<file path="src/rtl/maxpool_2x2_stream_pkg.sv">
// Shared constants for the 2x2 max-pool stage that sits behind the 5x5 conv.
//   POOL_DATA_W : signed sample width, equal to the conv output width
//   CONV_OUT_W  : columns of the conv feature map (pool input)
//   CONV_OUT_H  : rows of the conv feature map (pool input)
//   POOL_OUT_W  : columns of the pooled map
//   POOL_OUT_H  : rows of the pooled map
package maxpool_2x2_stream_pkg;

  localparam int POOL_DATA_W = 33;
  localparam int CONV_OUT_W  = 24;
  localparam int CONV_OUT_H  = 24;
  localparam int POOL_OUT_W  = CONV_OUT_W / 2;
  localparam int POOL_OUT_H  = CONV_OUT_H / 2;

  // Width of a counter or address that must reach n-1; never narrower than 1.
  function automatic int cnt_w(input int n);
    return (n > 1) ? $clog2(n) : 1;
  endfunction

endpackage

</file>
<file path="src/rtl/maxpool_2x2_stream_line_buf.sv">
// Half-width line buffer: holds the horizontal pair maxima of one even row
// so they can be combined with the pair maxima of the following odd row.
// Synchronous write, asynchronous (combinational) read; no reset because the
// contents are always written before they are read within a row pair.
//   clk       : system clock
//   wr_en_i   : write wr_data_i to entry wr_addr_i on this edge
//   wr_addr_i : write entry index (pooled column)
//   wr_data_i : pair maximum to store
//   rd_addr_i : read entry index (pooled column)
//   rd_data_o : stored pair maximum at rd_addr_i
module pool_line_buf #(
  parameter int DEPTH  = 12,
  parameter int DATA_W = 33,
  parameter int AW     = 4
) (
  input  logic              clk,
  input  logic              wr_en_i,
  input  logic [AW-1:0]     wr_addr_i,
  input  logic [DATA_W-1:0] wr_data_i,
  input  logic [AW-1:0]     rd_addr_i,
  output logic [DATA_W-1:0] rd_data_o
);

  logic [DATA_W-1:0] mem_q [DEPTH];

  always_ff @(posedge clk) begin
    if (wr_en_i) begin
      mem_q[wr_addr_i] <= wr_data_i;
    end
  end

  assign rd_data_o = mem_q[rd_addr_i];

endmodule

</file>
<file path="src/rtl/maxpool_2x2_stream.sv">
// 2x2 stride-2 max pooling over a raster-ordered feature map, with optional
// ReLU on the pooled result. Output uses the same valid/data format as the
// input so a following stage can consume it unchanged.
//
// Handshake: there is no back-pressure. A sample is accepted on every rising
// edge where in_valid=1; data_in is ignored otherwise and all state holds.
// out_valid is a one-cycle pulse with data_out valid in that cycle only;
// data_out is forced to 0 whenever out_valid=0.
//
//   clk        : system clock
//   rst_n      : asynchronous active-low reset
//   in_valid   : data_in carries a sample this cycle
//   data_in    : signed conv sample, row-major raster order
//   out_valid  : pooled sample valid (one cycle after the accepting edge)
//   data_out   : signed pooled sample, 0 when out_valid=0
//   frame_done : pulses with the last pooled sample of a frame
module maxpool_2x2_stream
  import maxpool_2x2_stream_pkg::*;
#(
  parameter int DATA_W  = POOL_DATA_W,
  parameter int IMG_W   = CONV_OUT_W,
  parameter int IMG_H   = CONV_OUT_H,
  parameter bit RELU_EN = 1'b0
) (
  input  logic                     clk,
  input  logic                     rst_n,
  input  logic                     in_valid,
  input  logic signed [DATA_W-1:0] data_in,
  output logic                     out_valid,
  output logic signed [DATA_W-1:0] data_out,
  output logic                     frame_done
);

  localparam int CW       = cnt_w(IMG_W);
  localparam int RW       = cnt_w(IMG_H);
  localparam int LB_DEPTH = IMG_W / 2;
  localparam int AW       = cnt_w(LB_DEPTH);

  logic [CW-1:0]            col_cnt_q, col_cnt_d;
  logic [RW-1:0]            row_cnt_q, row_cnt_d;
  logic signed [DATA_W-1:0] h_max_q, h_max_d;
  logic                     out_valid_q, out_valid_d;
  logic signed [DATA_W-1:0] data_out_q, data_out_d;
  logic                     frame_done_q, frame_done_d;

  logic                     col_last, row_last, col_odd, row_odd;
  logic [CW-1:0]            col_half;
  logic [AW-1:0]            lb_addr;
  logic                     lb_wr_en;
  logic [DATA_W-1:0]        lb_rd_data;
  logic signed [DATA_W-1:0] lb_pair;
  logic signed [DATA_W-1:0] pair;
  logic signed [DATA_W-1:0] result;

  assign col_last = (col_cnt_q == CW'(IMG_W - 1));
  assign row_last = (row_cnt_q == RW'(IMG_H - 1));
  assign col_odd  = col_cnt_q[0];
  assign row_odd  = row_cnt_q[0];

  // Pooled column index selects the line-buffer entry for both write and read.
  assign col_half = col_cnt_q >> 1;
  assign lb_addr  = AW'(col_half);
  assign lb_wr_en = in_valid && col_odd && !row_odd;
  assign lb_pair  = $signed(lb_rd_data);

  pool_line_buf #(
    .DEPTH  (LB_DEPTH),
    .DATA_W (DATA_W),
    .AW     (AW)
  ) u_line_buf (
    .clk       (clk),
    .wr_en_i   (lb_wr_en),
    .wr_addr_i (lb_addr),
    .wr_data_i (pair),
    .rd_addr_i (lb_addr),
    .rd_data_o (lb_rd_data)
  );

  // Horizontal pair maximum (meaningful on odd columns) and 2x2 result
  // (meaningful on odd rows, odd columns).
  always_comb begin
    pair   = (data_in > h_max_q) ? data_in : h_max_q;
    result = (lb_pair > pair) ? lb_pair : pair;
    if (RELU_EN && result[DATA_W-1]) begin
      result = '0;
    end
  end

  always_comb begin
    col_cnt_d    = col_cnt_q;
    row_cnt_d    = row_cnt_q;
    h_max_d      = h_max_q;
    out_valid_d  = 1'b0;
    data_out_d   = '0;
    frame_done_d = 1'b0;
    if (in_valid) begin
      if (col_last) begin
        col_cnt_d = '0;
        row_cnt_d = row_last ? '0 : row_cnt_q + 1'b1;
      end else begin
        col_cnt_d = col_cnt_q + 1'b1;
      end
      if (!col_odd) begin
        h_max_d = data_in;
      end
      if (col_odd && row_odd) begin
        out_valid_d  = 1'b1;
        data_out_d   = result;
        frame_done_d = col_last && row_last;
      end
    end
  end

  always_ff @(posedge clk or negedge rst_n) begin
    if (!rst_n) begin
      col_cnt_q    <= '0;
      row_cnt_q    <= '0;
      h_max_q      <= '0;
      out_valid_q  <= 1'b0;
      data_out_q   <= '0;
      frame_done_q <= 1'b0;
    end else begin
      col_cnt_q    <= col_cnt_d;
      row_cnt_q    <= row_cnt_d;
      h_max_q      <= h_max_d;
      out_valid_q  <= out_valid_d;
      data_out_q   <= data_out_d;
      frame_done_q <= frame_done_d;
    end
  end

  assign out_valid  = out_valid_q;
  assign data_out   = data_out_q;
  assign frame_done = frame_done_q;

endmodule

</file>
<file path="config.mk">
export PLATFORM = sky130hd
export DESIGN_NAME = maxpool_2x2_stream
export DESIGN_NICKNAME = d
export VERILOG_FILES = /design/src/rtl/maxpool_2x2_stream_pkg.sv /design/src/rtl/maxpool_2x2_stream_line_buf.sv /design/src/rtl/maxpool_2x2_stream.sv
export SDC_FILE = /design/constraint.sdc
export NUM_CORES = 1
export LEC_CHECK = 0
export ABC_CLOCK_PERIOD_IN_PS = 6100
export CELL_PAD_IN_SITES_DETAIL_PLACEMENT = 0
export CELL_PAD_IN_SITES_GLOBAL_PLACEMENT = 1
export CORE_MARGIN = 1.5
export CORE_UTILIZATION = 25
export DETAILED_ROUTE_END_ITERATION = 7
export HOLD_SLACK_MARGIN = 0.08
export MAX_ROUTING_LAYER = met4
export PLACE_DENSITY_LB_ADDON = 0.1
export SYNTH_ARGS = -nofsm -noshare
export SYNTH_HDL_FRONTEND = slang
export SYNTH_SLANG_ARGS = --single-unit
</file>
<file path="constraint.sdc">
create_clock -name clk -period 6.1 [get_ports clk]
set_input_delay 0.915 -clock clk [delete_from_list [all_inputs] [get_ports clk]]
set_output_delay 0.915 -clock clk [all_outputs]
set_load 0.02 [all_outputs]
</file>
Word level (Yosys, flattened, before mapping)
Memories as Yosys holds them, arrays and structs flattened.
Cells that the tools add are included.

cells by class
  equality and inequality tests = 2
  shift-type cells = 0
  bitwise operators = 1
  multipliers = 0
  reduce and logical (&&, ||, !) cells = 7
  div/mod/pow operators = 0
  add/subtract/negate cells = 2
  mux-type cells = 12
  magnitude comparators = 2

operators with widths
  cell                   count
  $mux W33               4
  $gt A33 B33 Y1         2
  $add A5 B1 Y5 const B  2
  $eq A5 B5 Y1 const B   2
  $mux W5                2
  $mux W1                6
  $logic_and A1 B1 Y1    4
  $reduce_and A2 Y1      2
  $logic_not A1 Y1       1
  $not A1 Y1             1

storage, ports and cells
  memories kept = 1
  RAM bits = 396
  bits in registers = 78
  output and inout bits = 35
  logic and storage cells = 33
  bits in read-only memories = 0
  bits in latches = 0
  bits of input ports = 36

memories
  name              words  bits a word  rd ports  clocked after memory_dff  wr ports  RTL line                           text
  u_line_buf.mem_q  12     33           1         0                         1         maxpool_2x2_stream_line_buf.sv:24  logic [DATA_W-1:0] mem_q [DEPTH];

Depth between registers and ports, before layout
  depth in word-level cells = 6
  depth in mapped cells = 22

By module
A second synthesis with hierarchy kept.

second synthesis, totals
  cells, all modules = 1211
  area, all modules = 20843.7 sq um

by module, submodules not included
  module              instances  sequential area each (sq um)  cells each  area an instance (sq um)
  pool_line_buf       1          11891.4                       652         15043.2
  maxpool_2x2_stream  1          1951.9                        559         5800.6

Least setup slack after synthesis
No wires, ideal clock.

  path type = input to register
  start = in data_in[4]
  end = reg data_out_q[10], in the netlist data_out[10]
  data arrival time = 4811 ps
  data required time = 5967 ps
  setup slack = 1156 ps
  path buffers = 4
  stages = 21
  setup time = 133 ps
  cell sequence = ha_1 a21oi_2 o21ai_2 a2111oi_4 o221ai_2 nor3_2 mux2_4 buf_12 buf_12 mux2i_2 ha_1 a211oi_1 nor2_1 or4_1 o21ai_0 a31oi_1 o21ai_2 or2_2 buf_1 buf_2 o22ai_1

between the ends
  word-level cells in the longest chain between the ends = 6

RTL lines
  item                  RTL line                   text
  from (decl)           maxpool_2x2_stream.sv:28   input logic signed [DATA_W-1:0] data_in,
  $gt A33 B33 Y1        maxpool_2x2_stream.sv:82   pair = (data_in > h_max_q) ? data_in : h_max_q;
  $mux W33 *            maxpool_2x2_stream.sv:82
  $gt A33 B33 Y1        maxpool_2x2_stream.sv:83   result = (lb_pair > pair) ? lb_pair : pair;
  $mux W33 *            maxpool_2x2_stream.sv:83
  $mux W33 *            maxpool_2x2_stream.sv:106  if (col_odd && row_odd) begin
  $mux W33 *            maxpool_2x2_stream.sv:96   if (in_valid) begin
  net data_out_d[10]    maxpool_2x2_stream.sv:43   logic signed [DATA_W-1:0] data_out_q, data_out_d;
  to (signal assigned)  maxpool_2x2_stream.sv:127  data_out_q <= data_out_d;
  to (decl)             maxpool_2x2_stream.sv:43

The timed path passes the listed nets; every way through them passes the cells marked *.
A chain may end at the register's enable or synchronous reset.

Worst setup path after layout
  start = in data_in[4]
  end = reg data_out_q[18], in the netlist data_out[18]

The elaborated chain is that of the path after synthesis.

==> summary.md <==
| Metric | Value |
|---|---|
| Outcome | `finished, final reports clean` |
| Worst IR Drop VDD | `between 0.0002 and 0.00025 V` |
| Initial DRC Count | `663` |
| Reg2Reg Setup Slack | `between 1 and 1.5 ns` |
| H-tree levels | `2` |
| Relative slew slack | `0.313` |
| CP endpoint kind | `flip-flop` |
| Critical Path Start Type | `primary input` |
| CP startpoint | `data_in[4]` |
| Fin. max-slew vios | `0` |
| Core Region | `0.0803 sq mm` |
| Cts bufs inserted | `54` |
| Syn_area_per_cell | `17.0 sq um` |
| Ys Warns | `0` |
| Finish-stage setup viols | `0` |
| Clk_lat worst skew | `0.61 ns` |
| CTS tree | `built` |
| DR pass1 iterations | `4` |
| Nets | `roughly 1400` |
| R2R depth | `21` |
| EDFF count, synth | `roughly 400` |
| Vias | `between 10000 and 15000` |
| Rows | `104` |
| Syn Nets | `1293` |
| DR WL/cell | `roughly 23 um` |
| Max Cap Viol | `0` |
| RSZ-0062 raised after global routing | `no` |
| Critical R2R Capture | `data_out[18]` |
| Setup_tns | `0 ns` |
| Die area | `approximately 0.083 sq mm` |
| Layout Skew | `approximately 0.022 ns` |
| Post-cts resize count | `0` |
| Gr usage total | `0.141` |
| Ys async rst share | `0.165` |
| Share of layout cells above drive strength 1 | `0.231` |
| Hpwl dp | `between 30 and 40 mm` |
| WL final | `roughly 56 mm` |
| Hold WC Path Type | `primary input to asynchronous set/reset pin` |
| Number of fill cells | `7829` |
| PortBufs | `70` |
| Tmin final | `5.43 ns` |
| Final core occ | `0.303` |
| Post-synth cell types | `48` |
| Synth Instances | `about 1200` |
| Register bit total from synthesis | `~470` |
| # IOs | `71` |
| Initial antenna violation count | `0` |
| Sequential area share after synthesis | `0.685` |
| Die H | `around 290 um` |
| Top_reg_cell synth | `edfxtp_1` |
| # hold bufs at CTS | `0` |
| Gr ovfl total | `0` |
| Pwr/cell area | `~470 mW/mm^2` |
| Die X | `about 290 um` |
| Final worst-path cycle share | `0.890` |
| Yosys top cell by area | `edfxtp_1` |
| Post-CTS Setup Inserts | `0` |
| Clock slew at reported path FFs | `0.06 ns` |
| First-pass GRT wire length | `between 80 and 90 mm` |
| Area share of the largest cell type after synthesis | `0.588` |
| Clock Sinks | `around 470` |
| CP required | `6.63 ns` |
| F_max | `between 150 and 200 MHz` |
| Initial Utilization | `0.252` |
| Worst reg2reg path startpoint | `h_max_q[4]` |
| Area Overhead vs Synth | `20.5%` |
| Root buf cell | `clkbuf_16` |
| Top cells by area, synth | `edfxtp_1 (59%), mux4_2 (11%), dfrtp_1 (9.7%)` |
| Data arrival time of the worst path | `approximately 6 ns` |
| RePlAce Congestion | `0.746` |
| Final Hold Viols | `0` |
| CP Max Fanout | `16` |
| Vias in the first global route | `roughly 12000` |
| Antenna-violating nets left | `0` |
| P_leak | `8.58 nW` |
| CTS Buffer Depth | `3` |
| Measured slew at the worst slew-check pin | `1.03 ns` |
| CP Class | `primary input to flip-flop` |
| Ant. Diodes | `0` |
| Post-route DRC | `0` |
| Via density | `4.37` |
| Largest net degree at the start of global routing | `51` |
| Synth Cell Area | `about 0.020 sq mm` |
[worst max-delay path by stage]
stage / end / slack (ns) / cells after the start
after global routing: data_out[24] / 0.44 / 21
final: data_out[18] / 0.67 / 21
after floorplan: data_out[10] / 1.16 / 21
after detailed placement: data_out[24] / 0.05 / 21
after CTS: data_out[12] / 0.69 / 21
after global placement: data_out[25] / 0.04 / 21
[registers in the layout, summed over array words and instances, names as in the netlist]
name,cells
data_out,33
frame_done,1
row_cnt_q,5
out_valid,1
col_cnt_q,5
u_line_buf.mem_q,396
h_max_q,33
[synth_stat cells (all sizes together) (2+ instances only)]
| cell type | n |
|---|---|
| nand2b | 4 |
| inv | 100 |
| nor2 | 24 |
| xnor2 | 3 |
| nand3 | 12 |
| mux2 | 5 |
| o31a | 2 |
| dfrtp | 78 |
| clkbuf | 31 |
| ha | 68 |
| or3 | 2 |
| nor3 | 12 |
| a31oi | 2 |
| and4 | 4 |
| a21oi | 20 |
| o31ai | 2 |
| or2 | 5 |
| o21a | 32 |
| o22ai | 32 |
| o41ai | 2 |
| a211oi | 4 |
| mux2i | 67 |
| and3 | 2 |
| mux4 | 99 |
| edfxtp | 396 |
| nand2 | 87 |
| buf | 24 |
| o21ai | 47 |
| a21o | 5 |
| nand4 | 9 |
[cell families after synthesis]
| group | synth area share |
|---|---|
| AOI/OAI and AO/OA | 0.0496 |
| xor gates and xnor gates | 0.00130 |
| adders and majority gates | 0.0421 |
| buffers and inverters | 0.0327 |
| DFF | 0.685 |
| muxes | 0.153 |
| and+or+nand+nor | 0.0366 |
[report_power, final]
group | leakage, nW | switching (mW) | total [mW] | internal [mW]
Combinational | 3.15 | 2.24 | 3.96 | 1.72
Clock | 0.832 | 1.35 | 3.16 | 1.81
Sequential | 4.60 | 0.285 | 4.34 | 4.05
Total | 8.58 | 3.88 | 11.5 | 7.58
[layer usage]
| layer | track usage | wire length (um) | vias to the layer above |
|---|---|---|---|
| li1 | - | - | 4872 |
| met1 | 0.198 | 27400 | 5502 |
| met2 | 0.212 | 25000 | 186 |
| met3 | 0.0225 | 2180 | 79 |
| met4 | 0.0376 | 1270 | 0 |
| met5 | - | 0 | - |
[layout by cell type (no fill, tap or decap), types with 3 or more instances in the layout]
cell and n:
edfxtp_1 396, nor3_1 7, nand2_1 87, o21ai_0 45, xnor2_1 3, and4_1 4
nand2b_1 4, o21a_1 32, mux2_2 3, nor2_1 15, mux4_2 99, mux2i_2 29
clkinv_1 6, buf_12 7, clkinvlp_4 6, clkbuf_8 4, mux2i_1 37, nand4_1 9
or2_2 5, nor2_4 9, a21o_1 5, bufinv_16 3, a211oi_1 4, o22ai_1 31
a21oi_1 18, clkinv_2 13, dfrtp_1 74, ha_1 68, buf_4 62, clkbuf_16 54
clkdlybuf4s50_1 69, clkbuf_1 11, nor3_2 5, nand3_1 12, inv_1 100
[critical path, stage by stage]
cell,delay [ns]
clkdlybuf4s50_1,0.48
ha_1,0.37
a21oi_2,0.17
o21ai_2,0.08
a2111oi_4,0.45
o221ai_2,0.16
nor3_2,0.25
mux2_4,0.39
buf_12,0.18
mux2i_2,0.34
ha_1,0.24
nand3_1,0.13
nor3_1,0.17
buf_4,0.17
and3_1,0.22
o41ai_1,0.10
a31oi_1,0.28
o21ai_2,0.09
or2_2,0.38
buf_12,0.20
o22ai_1,0.15
[metrics by stage]
step / area (sq um) / setup slack (ns) / total power, mW / std cells / hold WS, ns
final: 24400 / 0.672 / 11.5 / 2432 / 0.269
after global routing: 24400 / 0.442 / 12.2 / 2432 / 0.282
after CTS: 24400 / 0.693 / 11.7 / 2432 / 0.253
after detailed placement: 22600 / 0.0517 / 8.48 / 2332 / 0.500
after global placement: 22600 / 0.0442 / 8.50 / 2332 / 0.490
after floorplan: 20200 / 1.16 / 6.89 / 1189 / 0.460
[area by class of cell]
cell class	count	area [sq um]	area share
tap	1060	1330	0.0544
timing repair buffer	138	1300	0.0532
clock buffer	69	1450	0.0594
inverter	100	375	0.0154
sequential	474	13900	0.569
clock inverter	31	268	0.0110
multi-input combinational	560	5790	0.238
Power figures use the tool's default switching activity.
==> RTL edit 1 (config.mk and constraints unchanged) <==
`RELU_EN`: 1'b0 -> 1'b1.
--- a/src/rtl/maxpool_2x2_stream.sv
+++ b/src/rtl/maxpool_2x2_stream.sv
@@ -20,7 +20,7 @@
   parameter int DATA_W  = POOL_DATA_W,
   parameter int IMG_W   = CONV_OUT_W,
   parameter int IMG_H   = CONV_OUT_H,
-  parameter bit RELU_EN = 1'b0
+  parameter bit RELU_EN = 1'b1
 ) (
   input  logic                     clk,
   input  logic                     rst_n,
Formal check against the unedited RTL: same outputs for any inputs over 4 cycles, from zero or initial values and one cycle with rst_n low; that may be too few to reach the edited logic, so the function may still have changed.
==> RTL edit 1 against the unedited design <==
Synthesized area increased by 3.4%; combinational power increased by 31%; hold slack improved by 0.082 ns; sequential share of layout area decreased by 2.7 points; die area increased by 3.4%; sequential cell count decreased by 1; critical path depth increased by 2; wire length increased by 7.9%; power increased by 12%; count of clock-buffer cells in the layout decreased by 1; setup slack got worse by 0.20 ns; design area increased by 4.9%; critical path type unchanged; largest cell class unchanged.
==> RTL edit 1: results (changes against the unedited design) <==
final weighted congestion in routability-driven placement 0.793 (+6.3%); worst setup margin 0.468 ns (-0.204 ns); transition time at the pin with the least slew margin 1.09 ns (+0.0653 ns); detailed-route wire length per cell 22.6 um (-1.6%); Synth top cells by count 396 x sky130_fd_sc_hd__edfxtp_1, 117 x sky130_fd_sc_hd__nand2_1, 113 x sky130_fd_sc_hd__o21ai_0, 99 x sky130_fd_sc_hd__mux4_2, 77 x sky130_fd_sc_hd__dfrtp_1; crit-path leading delay family simple AND/OR/NAND/NOR gates; Synth area leaders sky130_fd_sc_hd__edfxtp_1 57%, sky130_fd_sc_hd__mux4_2 11%, sky130_fd_sc_hd__dfrtp_1 9.2%, sky130_fd_sc_hd__ha_1 4.1%, sky130_fd_sc_hd__o21ai_0 2.7%; met2 Track Usage GR 23.3% (+2.1 points); fraction of registers with async set/reset 16.3% (-0.18 points); number of global-route vias before repair 13,028 (+13%); met1 Usage GRT 19.7% (-0.13 points); maximum fanout along the worst path 21 (+5); detailed-placement wirelength estimate 39,600 um (+12%); final setup violation count 0 (unchanged); clock tree skew after final layout 0.0246 ns (+0.00290 ns); detailed-routing iteration count for the pre-antenna-repair pass 5 (+1); Final Net Count 1,656 (+16%); routed metal-1 wire length 28,300 um (+3.3%); first-pass GRT wire length 89,800 um (+10%); leakage power figure 9.00 nW (+4.8%); result of the run complete, no violations; count of cell types in the netlist 58 (+21%); met3 usage 2.44% (+0.20 points); Reg2Reg Setup Slack 0.88 ns (-0.23 ns); global routing usage summed across all routing layers 14.7% (+0.60 points); area of placed instances 0.0238 mm2 (+4.9%); pin count of the biggest net entering global routing 66 (+29%); maximum vdd ir drop 0.000229 V (+0.38%); total of fill cells in the finished design 8,096 (+3.4%); pre-CTS setup slack -0.190 ns (-0.242 ns); proportion of layout cells with a drive suffix above 1 24.0% (+0.86 points); Synthesized Nets 1,487 (+15%); sequential element share of the synthesized area 66.1% (-2.4 points); via density per instance 4.51 (+3.1%); sum of met3 wire segment lengths after detailed routing 2450 um (+13%); metal2 WL 28,300 um (+13%); Port Buf Inserts 69 (-1.4%)
## RTL edit 1: path summary, 6_finish.rpt
| kind | start | to | depth (start not counted) |
|---|---|---|---|
| min in group clk | row_cnt_q[4] | row_cnt_q[4] | 2 |
| setup reg to reg | h_max_q[32] | data_out[8] | 20 |
| hold reg to reg | row_cnt_q[4] | row_cnt_q[4] | 2 |
| max in group asynchronous | rst_n | data_out[29] | 2 |
| hold / removal | rst_n | h_max_q[8] | 1 |
| setup / recovery | data_in[15] | data_out[8] | 23 |
## RTL edit 1: through the flow
stage | power [mW] | hold WS, ns | setup TNS [ns] | util (%) | cells
after CTS | 13.1 | 0.351 | 0 | 31.0 | 2668
after global placement | 9.72 | 0.490 | -5.28 | 28.8 | 2566
after detailed placement | 9.72 | 0.503 | -3.49 | 28.8 | 2566
after global routing | 13.6 | 0.381 | 0 | 31.0 | 2668
final | 12.8 | 0.351 | 0 | 31.0 | 2668
after floorplan | 7.46 | 0.462 | 0 | - | 1383
## RTL edit 1: layout make-up
class / instances / area share, %
inverter: 72 / 1.06
timing repair buffer: 191 / 6.82
clock inverter: 34 / 1.41
tap: 1070 / 5.24
sequential: 473 / 54.1
clock buffer: 68 / 5.62
multi-input combinational: 760 / 25.7
## RTL edit 1: cells by family (layout without fill, tap and decap cells)
family | after synthesis | after routing | synth area share (%)
AOI/OAI and AO/OA | 262 | 262 | 7.29
xor gates and xnor gates | 2 | 2 | 0.0838
adders and majority gates | 68 | 68 | 4.07
buffers and inverters | 150 | 365 | 2.99
DFF | 473 | 473 | 66.1
muxes | 136 | 136 | 12.5
other | 1 | 1 | 0.0179
and+or+nand+nor | 291 | 291 | 6.97
## RTL edit 1: where the power goes
group,total (mW),internal (mW),switching (mW)
clock,3.28,1.92,1.35
sequential,4.34,4.11,0.232
combinational,5.18,2.09,3.09
==> RTL edit 2 (same flow settings) <==
Made on the original files. One comparison of `col_cnt_q` changes from == to >=.
--- a/src/rtl/maxpool_2x2_stream.sv
+++ b/src/rtl/maxpool_2x2_stream.sv
@@ -52,7 +52,7 @@
   logic signed [DATA_W-1:0] pair;
   logic signed [DATA_W-1:0] result;
 
-  assign col_last = (col_cnt_q == CW'(IMG_W - 1));
+  assign col_last = (col_cnt_q >= CW'(IMG_W - 1));
   assign row_last = (row_cnt_q == RW'(IMG_H - 1));
   assign col_odd  = col_cnt_q[0];
   assign row_odd  = row_cnt_q[0];
Function: same outputs for any inputs over 4 cycles, from zero or initial values and one cycle with rst_n low; that may be too few to reach the edited logic, so the function may still have changed.
==> RTL edit 2 against the unedited design <==
Core utilization grew 1.1 points; sequential cell count is the same; design area grew 3.9%; combinational power grew 35%; synthesized cell count grew 4.3%; sequential power grew 4%; setup slack lost 0.32 ns; wire length grew 7.2%; power grew 15%; synthesized area grew 0.72%.
==> RTL edit 2: results (changes against the unedited design) <==
result of the run complete, no violations; met3 usage 2.09% (-0.16 points); Synthesized Nets 1,341 (+3.7%); area of the multi-input gates 0.00611 mm2 (+5.4%); Num CTS Buffers 55 (+1.9%); clock tree buffer count of the final layout 78 (+13%); Arr. time, crit path 6.27 ns (+0.32 ns); cells after synthesis 1,240 (+4.3%); met2 Track Usage GR 23.6% (+2.4 points); adder and majority gate portion of the synthesized area 4.04% (-0.17 points); detailed-route wire length per cell 23.4 um (+1.7%); Synth top cells by count 396 x sky130_fd_sc_hd__edfxtp_1, 148 x sky130_fd_sc_hd__nand2_1, 99 x sky130_fd_sc_hd__mux4_2, 78 x sky130_fd_sc_hd__dfrtp_1, 74 x sky130_fd_sc_hd__o21ai_0; xor/xnor cell area share of the yosys netlist 0.215% (+0.085 points); detailed-placement wirelength estimate 37,700 um (+6.7%); count of multi-input gates 635 (+13%); global routing usage summed across all routing layers 15.1% (+0.98 points); maximum fanout along the worst path 15 (-1); maximum single-stage delay on the critical path 0.51 ns (+0.03 ns); ant diodes 1 (+1); leakage power figure 9.02 nW (+5.1%); detailed-routing iteration count for the pre-antenna-repair pass 5 (+1); First DRT Iteration DRCs 601 (-9.4%); maximum vdd ir drop 0.000267 V (+17%); Reg2Reg Setup Slack 0.63 ns (-0.48 ns); Worst Reg-to-Reg Cells 23 (+9.5%); internal power contribution 8.64 mW (+14%); sequential element share of the synthesized area 68.0% (-0.49 points); power dissipated in the clock network 3.37 mW (+6.6%); startpoint of the most critical register-to-register path h_max_q[2]; clock tree skew after final layout 0.0158 ns (-0.00590 ns); endpoint of the worst-slack reg-to-reg timing path data_out[21]; count of cell types in the netlist 52 (+8.3%); vias after detailed routing 11,353 (+6.7%)
[RTL edit 2: changes by cell type in the layout (fill, tap and decap cells not counted), moves of 29 or more]
cell | unedited run | this run
sky130_fd_sc_hd__buf_4 | 62 | 140
sky130_fd_sc_hd__nand2_1 | 87 | 148
sky130_fd_sc_hd__mux2_2 | 3 | 38
sky130_fd_sc_hd__inv_1 | 100 | 71
sky130_fd_sc_hd__mux2i_2 | 29 | 0
sky130_fd_sc_hd__o22ai_1 | 31 | 2
[RTL edit 2: repair_timing]
| action | in CTS | in global routing |
|---|---|---|
| setup buffers | 0 | 3 |
| gates resized for setup | 0 | 1 |
| setup endpoints to repair | 0 | 33 |
[RTL edit 2: metal layers]
metal / part of all wire (%) / vias up / wire length, um
met5: 0 / - / 0
met4: 2.0 / 0 / 1210
met3: 3.3 / 77 / 1960
met2: 47 / 162 / 28000
met1: 48 / 5916 / 28700
li1: - / 5198 / -
